$ cat src/rtl/botoes_pkg.sv
// ----------------------------------------------------------------------------
// botoes_pkg
// Shared definitions for the button conditioner:
//   - estado_t  : per-channel debounce/hold state machine encoding
//   - cnt_width : counter width able to hold values 0..max_val (never < 1 bit)
// ----------------------------------------------------------------------------
package botoes_pkg;

    typedef enum logic [1:0] {
        IDLE        = 2'd0,
        DEB_PRESS   = 2'd1,
        HELD        = 2'd2,
        DEB_RELEASE = 2'd3
    } estado_t;

    // A terminal value of 0 still needs one bit so the counter exists.
    function automatic int cnt_width(input int max_val);
        return (max_val < 1) ? 1 : $clog2(max_val + 1);
    endfunction

endpackage

$ cat src/rtl/canal_botao.sv
// ----------------------------------------------------------------------------
// canal_botao
// One button channel: 2-flop synchroniser, restart-on-bounce debouncer and
// hold/auto-repeat timing. All outputs are registered.
//
// Ports:
//   clk        in   system clock
//   rst        in   synchronous, active-high reset
//   b_in_i     in   raw button, active low, asynchronous to clk
//   press_o    out  one-cycle pulse on accepted press
//   release_o  out  one-cycle pulse on accepted release
//   long_o     out  one-cycle pulse when the hold time reaches LONG_CYCLES
//   repeat_o   out  one-cycle pulse every REPEAT_CYCLES after the long pulse
//   held_o     out  debounced level, 1 from press pulse until release pulse
// ----------------------------------------------------------------------------
module canal_botao
    import botoes_pkg::*;
#(
    parameter int DEBOUNCE_CYCLES = 256,
    parameter int LONG_CYCLES     = 4096,
    parameter int REPEAT_CYCLES   = 1024
) (
    input  logic clk,
    input  logic rst,
    input  logic b_in_i,
    output logic press_o,
    output logic release_o,
    output logic long_o,
    output logic repeat_o,
    output logic held_o
);

    localparam int DW = cnt_width(DEBOUNCE_CYCLES - 1);
    localparam int HW = cnt_width(LONG_CYCLES);
    localparam int RW = cnt_width((REPEAT_CYCLES > 0) ? REPEAT_CYCLES - 1 : 0);

    localparam logic [DW-1:0] D_LAST = DW'(DEBOUNCE_CYCLES - 1);
    localparam logic [HW-1:0] H_LAST = HW'(LONG_CYCLES);
    localparam logic [RW-1:0] R_LAST = RW'((REPEAT_CYCLES > 0) ? REPEAT_CYCLES - 1 : 0);
    localparam logic [DW-1:0] D_ONE  = DW'(1);

    logic [1:0]    sync_q;
    estado_t       state_q, state_d;
    logic [DW-1:0] dcnt_q, dcnt_d;
    logic [HW-1:0] hcnt_q, hcnt_d;
    logic [RW-1:0] rcnt_q, rcnt_d;
    logic          press_q, press_d;
    logic          release_q, release_d;
    logic          long_q, long_d;
    logic          repeat_q, repeat_d;
    logic          held_q, held_d;

    // One step of the hold/repeat timers, applied on every pressed sample
    // while the button counts as held (including the sample that ends a
    // release dip, so a dip delays the timers by exactly its length).
    logic [HW-1:0] hcnt_step;
    logic [RW-1:0] rcnt_step;
    logic          long_step;
    logic          repeat_step;

    logic p;
    assign p = ~sync_q[1];

    always_comb begin
        hcnt_step   = hcnt_q;
        rcnt_step   = rcnt_q;
        long_step   = 1'b0;
        repeat_step = 1'b0;
        if (hcnt_q != H_LAST) begin
            hcnt_step = hcnt_q + 1'b1;
            long_step = (hcnt_q == H_LAST - 1'b1);
        end else if (REPEAT_CYCLES != 0) begin
            if (rcnt_q == R_LAST) begin
                rcnt_step   = '0;
                repeat_step = 1'b1;
            end else begin
                rcnt_step = rcnt_q + 1'b1;
            end
        end
    end

    always_comb begin
        state_d   = state_q;
        dcnt_d    = dcnt_q;
        hcnt_d    = hcnt_q;
        rcnt_d    = rcnt_q;
        press_d   = 1'b0;
        release_d = 1'b0;
        long_d    = 1'b0;
        repeat_d  = 1'b0;
        held_d    = held_q;
        case (state_q)
            IDLE: begin
                if (p) begin
                    state_d = DEB_PRESS;
                    dcnt_d  = D_ONE;
                end
            end
            DEB_PRESS: begin
                if (!p) begin
                    // Bounce: the debounce count starts over.
                    state_d = IDLE;
                    dcnt_d  = '0;
                end else if (dcnt_q == D_LAST) begin
                    state_d = HELD;
                    dcnt_d  = '0;
                    hcnt_d  = '0;
                    rcnt_d  = '0;
                    press_d = 1'b1;
                    held_d  = 1'b1;
                end else begin
                    dcnt_d = dcnt_q + 1'b1;
                end
            end
            HELD: begin
                if (!p) begin
                    // Timers freeze while the release is being debounced.
                    state_d = DEB_RELEASE;
                    dcnt_d  = D_ONE;
                end else begin
                    hcnt_d   = hcnt_step;
                    rcnt_d   = rcnt_step;
                    long_d   = long_step;
                    repeat_d = repeat_step;
                end
            end
            DEB_RELEASE: begin
                if (p) begin
                    // Short release glitch: back to held, timers resume.
                    state_d  = HELD;
                    dcnt_d   = '0;
                    hcnt_d   = hcnt_step;
                    rcnt_d   = rcnt_step;
                    long_d   = long_step;
                    repeat_d = repeat_step;
                end else if (dcnt_q == D_LAST) begin
                    state_d   = IDLE;
                    dcnt_d    = '0;
                    release_d = 1'b1;
                    held_d    = 1'b0;
                end else begin
                    dcnt_d = dcnt_q + 1'b1;
                end
            end
            default: begin
                state_d = IDLE;
            end
        endcase
    end

    always_ff @(posedge clk) begin
        if (rst) begin
            sync_q    <= 2'b11;
            state_q   <= IDLE;
            dcnt_q    <= '0;
            hcnt_q    <= '0;
            rcnt_q    <= '0;
            press_q   <= 1'b0;
            release_q <= 1'b0;
            long_q    <= 1'b0;
            repeat_q  <= 1'b0;
            held_q    <= 1'b0;
        end else begin
            sync_q    <= {sync_q[0], b_in_i};
            state_q   <= state_d;
            dcnt_q    <= dcnt_d;
            hcnt_q    <= hcnt_d;
            rcnt_q    <= rcnt_d;
            press_q   <= press_d;
            release_q <= release_d;
            long_q    <= long_d;
            repeat_q  <= repeat_d;
            held_q    <= held_d;
        end
    end

    assign press_o   = press_q;
    assign release_o = release_q;
    assign long_o    = long_q;
    assign repeat_o  = repeat_q;
    assign held_o    = held_q;

endmodule

$ cat src/rtl/controlador_botoes.sv
// ----------------------------------------------------------------------------
// controlador_botoes
// Multi-channel button conditioner: N_BOTOES independent canal_botao
// instances sharing clock and reset. Wiring only.
//
// Ports (all vectors N_BOTOES wide, bit i = channel i):
//   clk        in   system clock
//   rst        in   synchronous, active-high reset
//   b_in_i     in   raw buttons, 0 = pressed, asynchronous
//   press_o    out  one-cycle press pulses
//   release_o  out  one-cycle release pulses
//   long_o     out  one-cycle long-press pulses
//   repeat_o   out  one-cycle auto-repeat pulses
//   held_o     out  debounced held levels
// ----------------------------------------------------------------------------
module controlador_botoes
    import botoes_pkg::*;
#(
    parameter int N_BOTOES        = 4,
    parameter int DEBOUNCE_CYCLES = 256,
    parameter int LONG_CYCLES     = 4096,
    parameter int REPEAT_CYCLES   = 1024
) (
    input  logic                clk,
    input  logic                rst,
    input  logic [N_BOTOES-1:0] b_in_i,
    output logic [N_BOTOES-1:0] press_o,
    output logic [N_BOTOES-1:0] release_o,
    output logic [N_BOTOES-1:0] long_o,
    output logic [N_BOTOES-1:0] repeat_o,
    output logic [N_BOTOES-1:0] held_o
);

    for (genvar gi = 0; gi < N_BOTOES; gi++) begin : g_canal
        canal_botao #(
            .DEBOUNCE_CYCLES(DEBOUNCE_CYCLES),
            .LONG_CYCLES    (LONG_CYCLES),
            .REPEAT_CYCLES  (REPEAT_CYCLES)
        ) u_canal (
            .clk      (clk),
            .rst      (rst),
            .b_in_i   (b_in_i[gi]),
            .press_o  (press_o[gi]),
            .release_o(release_o[gi]),
            .long_o   (long_o[gi]),
            .repeat_o (repeat_o[gi]),
            .held_o   (held_o[gi])
        );
    end

endmodule

$ cat config.mk
export PLATFORM = sky130hd
export DESIGN_NAME = controlador_botoes
export DESIGN_NICKNAME = d
export VERILOG_FILES = /design/src/rtl/botoes_pkg.sv /design/src/rtl/canal_botao.sv /design/src/rtl/controlador_botoes.sv
export SDC_FILE = /design/constraint.sdc
export NUM_CORES = 1
export LEC_CHECK = 0
export CAP_MARGIN = 20
export CORE_MARGIN = 1.5
export CORE_UTILIZATION = 55
export DETAILED_ROUTE_END_ITERATION = 10
export GPL_TIMING_DRIVEN = 0
export MAX_ROUTING_LAYER = met4
export PLACE_DENSITY = 0.77
export SYNTH_ARGS = -nofsm -noshare
export SYNTH_HDL_FRONTEND = slang
export SYNTH_SLANG_ARGS = --single-unit
$ cat constraint.sdc
create_clock -name clk -period 2.37 [get_ports clk]
set_input_delay 0.711 -clock clk [delete_from_list [all_inputs] [get_ports clk]]
set_output_delay 0.711 -clock clk [all_outputs]
set_load 0.1 [all_outputs]
* Word-level counts from Yosys, hierarchy flattened
Index checks and enable logic that the tools add are counted.
** Storage, ports and cells
- Register bits after elaboration :: 160
- Latch bits :: 0
- Bits in writable memories :: 0
- Bits in read-only memories :: 0
- Output and inout bits :: 20
- Memories kept :: 0
** Operators by class
- Add/subtract/negate cells :: 12
- $mul :: 0
- Div/mod/pow operators :: 0
- Magnitude comparators :: 0
- Eq/ne operators :: 72
- Shift operators :: 0
- Multiplexer cells :: 124
- Bitwise logic cells :: 20
- Reductions and logical operators :: 52
** Operator list (number)
- $mux 13 :: 16
- $mux 10 :: 20
- $mux 8 :: 20
- $pmux 8 s4 :: 4
- $pmux 13 s2 :: 4
- $pmux 10 s2 :: 4
- $reduce_and 5->1 :: 12
- $add 13x1->13 const B :: 4
- $eq 13x12->1 const B :: 4
- $ne 13x13->1 const B :: 4
- $mux 2 :: 24
- $add 10x1->10 const B :: 4
- $eq 10x10->1 const B :: 4
- $ne 2x1->1 const B :: 20
- $add 8x1->8 const B :: 4
- $eq 8x8->1 const B :: 4
- $ne 2x2->1 const B :: 16
- $pmux 2 s4 :: 4
- $reduce_or 4->1 :: 8
- $mux 1 :: 24
- $reduce_or 3->1 :: 8
- $not 1->1 :: 20
- $eq 2x2->1 const B :: 8
- $reduce_and 4->1 :: 4
- other kinds (8) :: 36

* Logic depth before layout (Yosys ltp)
- Depth in word-level cells :: 5
- Mapped depth :: 9

* Cells and area by module
A second synthesis with hierarchy kept.
** Second synthesis, totals
- Cells, all modules :: 963
- Area, all modules :: 8267.9 um^2
** By module, submodules not included
- canal_botao (g_canal[0].u_canal ...) :: instances 3, cells each 241, area an instance 2070.7 um^2, sequential area each 800.8 um^2
- canal_botao (g_canal[3].u_canal) :: instances 1, cells each 240, area an instance 2055.7 um^2, sequential area each 800.8 um^2

* Least setup slack after synthesis
Ideal clock, no wire load.
- Path type :: flip-flop to flip-flop
- Start :: reg g_canal[3].u_canal.dcnt_q[0]
- End :: reg g_canal[3].u_canal.rcnt_q[5]
- Setup time :: 0.127 ns
- Data arrival time :: 1.994 ns
- Slack :: 0.250 ns
- Cell stages (with the launch flop) :: 8
- Clock period less this slack :: 2.120 ns
- Path through :: dfxtp_1 -> ha_1 -> nand4_4 -> or4b_4 -> buf_6 -> a2111oi_2 -> xnor2_1 -> nor2_2
** On the way
- Word-level cells in the longest chain between the ends :: 3
** Ends and longest elaborated chain
- from (decl) :: line canal_botao.sv:44 : logic [DW-1:0] dcnt_q, dcnt_d;
- from (signal assigned) :: line canal_botao.sv:166 : dcnt_q <= dcnt_d;
- $eq 8x8->1 :: line canal_botao.sv:104 : end else if (dcnt_q == D_LAST) begin
- $ne 2x1->1 (no line)
- $reduce_and 5->1 (no line)
- to (signal assigned) :: line canal_botao.sv:168 : rcnt_q <= rcnt_d;
- to (decl) :: line canal_botao.sv:46 : logic [RW-1:0] rcnt_q, rcnt_d;
Every way passes these cells.
A chain may end at the register's enable or synchronous reset.

* Final worst setup path
- Start :: in rst
- End :: reg g_canal[2].u_canal.repeat_q
** On the way
- Word-level cells in the longest chain between the ends :: 1
** Ends and longest elaborated chain
- from (decl) :: line controlador_botoes.sv:25 : input logic rst,
- $reduce_or 4->1 (no line)
- to (signal assigned) :: line canal_botao.sv:172 : repeat_q <= repeat_d;
- to (decl) :: line canal_botao.sv:50 : logic repeat_q, repeat_d;
Every way passes these cells.

==> results.ini <==
[run_status]
outcome = finished clean

[sta]
setup_viol = 0
max_freq_mhz = 433.0
period_minus_slack_ns = 2.309
report.final.slew_viol_count = 0
slew_headroom = 0.4664
timing.final.hold_violations = 0
post-route-period-util = 0.9745
setup_slack_ns = 0.06052
finClkSkew_ns = 0.01646
tightest_slew_ns = 0.8004
whs_ns = 0.4013

[worst_setup_path]
timing.rr.start = g_canal[1].u_canal.dcnt_q[0]$_SDFFE_PP0P_
worstPathRequired_ns = 2.64
critPathKind = input port to flip-flop
crit_buf_inv = 3
endpoint_kind = flip-flop
reg2reg_depth = 7
critPathMaxStageDelay_ns = 0.67
worstReg2RegEnd = g_canal[1].u_canal.rcnt_q[7]$_SDFFE_PP0P_
cp_cell_sequence = clkdlybuf4s50_1, clkbuf_1, clkbuf_1, nor3_1
rrSetupSlack_ns = 0.11
cp.arrival_ns = 2.58
slowest_stage = clkbuf_1
cpMostUsedCell = clkbuf_1
cp_top_family = buffers and inverters
critPathMaxFanout = 10
start_kind = input port

[placed_design]
numPortBuffers = 25
routabilityCongestion = 0.8777
pre_cts_slack_ns = -0.3803
dp_hpwl_um = 11570

[grt]
grt_max_degree = 17
grt_pass1_vias = 6203
grt_use_met1 = 0.3096
antenna_found_initial = 0
top_usage_layer = met2
grt.overflow.total = 0
met2_usage = 0.3736
use_met3 = 0.05128
grt_usage = 0.2400
grt_pass1_wl_um = 28610

[clocking]
cts_setup_buffers = 0
numClockSinks = 160
cts_made_buffers = 17
clkLatencyLatePin_ns = 0.44
clock_path_buffers = 2
clock_tree.root_cell = clkbuf_16
clk_pin_slew_worst_paths_ns = 0.06
cts_tree = done
cts_hold_buf = 0
h-tree-depth = 4

[drt]
drc = 0
vias = 6790
wire_per_inst_um = 14.70
drtAntennaViolNets = 0
dr.pass1.iters = 5
drt_iter0_markers = 486
drt_wl_total_um = 17200
routed_via_density = 5.803

[logic_synthesis]
synth_top_area_frac = 0.3971
yosysMostFrequentCell = dfxtp_1
ys_seq_area_frac = 0.3971
syn_area_mm2 = 0.008066
synth_seq_cells = 160
syn_area_per_cell_um2 = 8.683
ys_async_sr_fraction = 0
syn_inst = 929
synth_edf_count = 0
synth_common_cells = 160 x dfxtp_1, 135 x nor2_1, 72 x xnor2_1, 54 x nand2_1, 49 x nand3_1
synth_cell_type_count = 63
ys.flop_type = dfxtp_1
yosysWarnings = 0
synth_top_cell_by_area = dfxtp_1
synth_nets = 951
synthTopCellsByArea = dfxtp_1 40%, xnor2_1 7.8%, nor2_1 6.3%, nand3_1 3.0%, nand2_1 2.5%

[die]
initial_core_util = 0.5592
ios = 26
die_width_um = 124.1
die_area_mm2 = 0.01540
placementRows = 44
core_mm2 = 0.01442
die_y_um = 124.1

[min_path]
holdCritStartpoint = g_canal[1].u_canal.sync_q[0]$_SDFF_PP1_
hp-class = flip-flop to flip-flop
min_path_cells = 1
min_to = g_canal[1].u_canal.sync_q[1]$_SDFF_PP1_

[cells_and_area]
drive_gt1_frac = 0.1318
synthToLayoutAreaGrowth_pct = 14.52
nets = 995
diodes = 0

[power]
p_per_area_mw_per_mm2 = 616.2
ir_drop_mv = 0.5513
p_leak_nw = 2.983

[job]
cap_violations = 0

-- repair_timing --
item / CTS / global route
resized for setup: 49 / 44
endpoints found under the setup margin: 44 / 62
pin swaps: 0 / 0
-- per-stage QoR --
| stage | util | instances | setup TNS [ns] | instance area, um^2 | power, mW |
|---|---|---|---|---|---|
| finish | 0.6404 | 1170 | 0 | 9238 | 5.693 |
| global route | 0.6404 | 1170 | -0.008274 | 9238 | 5.858 |
| CTS | 0.6351 | 1170 | 0 | 9161 | 5.732 |
| detailed placement | 0.5926 | 1138 | -11.69 | 8547 | 3.001 |
| global placement | 0.5926 | 1138 | -9.562 | 8547 | 2.999 |
| floorplan | - | 929 | 0 | 8066 | 2.934 |
-- registers in the layout, summed over array words and instances, names as in the netlist, named ones only --
| register | cells |
|---|---|
| g_canal.u_canal.sync_q | 8 |
| g_canal.u_canal.hcnt_q | 52 |
| g_canal.u_canal.long_o | 4 |
| g_canal.u_canal.rcnt_q | 40 |
| g_canal.u_canal.dcnt_q | 32 |
| g_canal.u_canal.repeat_o | 4 |
| g_canal.u_canal.state_q | 4 |
| g_canal.u_canal.release_o | 4 |
| g_canal.u_canal.held_o | 4 |
| g_canal.u_canal.press_o | 4 |
-- cell type report --
type                            instances  area [um^2]
Fill cell                            1258         5186
Multi-Input combinational cell        673         4553
Sequential cell                       160         3203
Clock buffer                           21        450.4
Buffer                                 63        356.6
Tap cell                              184        230.2
Timing Repair Buffer                   25        181.4
Clock inverter                         11        138.9
Inverter                               33        123.9
-- where the power goes --
part / internal [mW] / switching [mW]
Sequential: 2.71 / 0.0136
Combinational: 0.0629 / 0.164
Clock: 1.67 / 1.07
Total: 4.45 / 1.25
-- cells by family (layout without fill, tap and decap cells) --
| kind of cell | Yosys count | count (layout) | synth area share |
|---|---|---|---|
| xor+xnor | 89 | 89 | 0.09663 |
| simple gates | 423 | 423 | 0.2870 |
| flops | 160 | 160 | 0.3971 |
| compound gates | 137 | 137 | 0.1258 |
| buf+inv | 96 | 153 | 0.05863 |
| fa+ha+maj | 16 | 16 | 0.02482 |
| mux | 8 | 8 | 0.01008 |
-- worst max-delay path by stage --
stage                                                         start  cells past startpoint  slack (ns)                                         to
after floorplan           g_canal[3].u_canal.dcnt_q[0]$_SDFFE_PP0P_                      7        0.25  g_canal[3].u_canal.rcnt_q[5]$_SDFFE_PP0P_
after global placement                                          rst                      4       -0.36    g_canal[0].u_canal.release_o$_SDFF_PP0_
after detailed placement                                        rst                      4       -0.38    g_canal[0].u_canal.release_o$_SDFF_PP0_
after CTS                   g_canal[2].u_canal.release_o$_SDFF_PP0_                      2       0.004                               release_o[2]
after global routing      g_canal[1].u_canal.dcnt_q[0]$_SDFFE_PP0P_                      6      -0.008  g_canal[1].u_canal.rcnt_q[7]$_SDFFE_PP0P_
final                                                           rst                      4        0.06     g_canal[2].u_canal.repeat_o$_SDFF_PP0_
-- layer usage --
metal / wire (um) / vias up
li1: - / 3411
met3: 616 / 25
met1: 8254 / 3212
met2: 8035 / 142
met4: 297 / 0
met5: 0 / -
-- worst reg2reg max path, delay by kind of cell (launching register included) --
family | cells | cell delay, ns
adder cells (fa/ha/maj) | 1 | 0.25
XOR/XNOR | 1 | 0.18
flip-flops | 1 | 0.38
AO/OA/AOI/OAI | 1 | 0.37
AND/OR/NAND/NOR | 3 | 0.73
buffers and inverters | 1 | 0.22
-- cells in the final DEF, fill, tap and decap left out, types with 6 or more instances in the layout --
cell type | Yosys | routed
dfxtp_1 | 160 | 160
nor2_1 | 135 | 135
xnor2_1 | 72 | 72
nand2_1 | 54 | 54
nand3_1 | 49 | 49
clkbuf_1 | 36 | 36
inv_1 | 33 | 33
nand4_1 | 31 | 31
nor3_1 | 30 | 30
a21oi_1 | 29 | 29
buf_4 | 20 | 21
o21ai_0 | 19 | 19
clkbuf_2 | 0 | 18
xor2_1 | 17 | 17
clkbuf_16 | 0 | 17
and4_1 | 15 | 15
nor4_1 | 16 | 15
a31oi_1 | 15 | 14
ha_1 | 16 | 14
nor4b_1 | 13 | 12
and3_1 | 12 | 12
a211oi_1 | 12 | 12
or2_2 | 10 | 10
nor3b_1 | 9 | 9
a2111oi_0 | 14 | 9
mux2i_1 | 7 | 7
a311oi_1 | 7 | 7
nand4b_1 | 7 | 7
a2111oi_4 | 0 | 6
(Power assumes the default switching activity.)
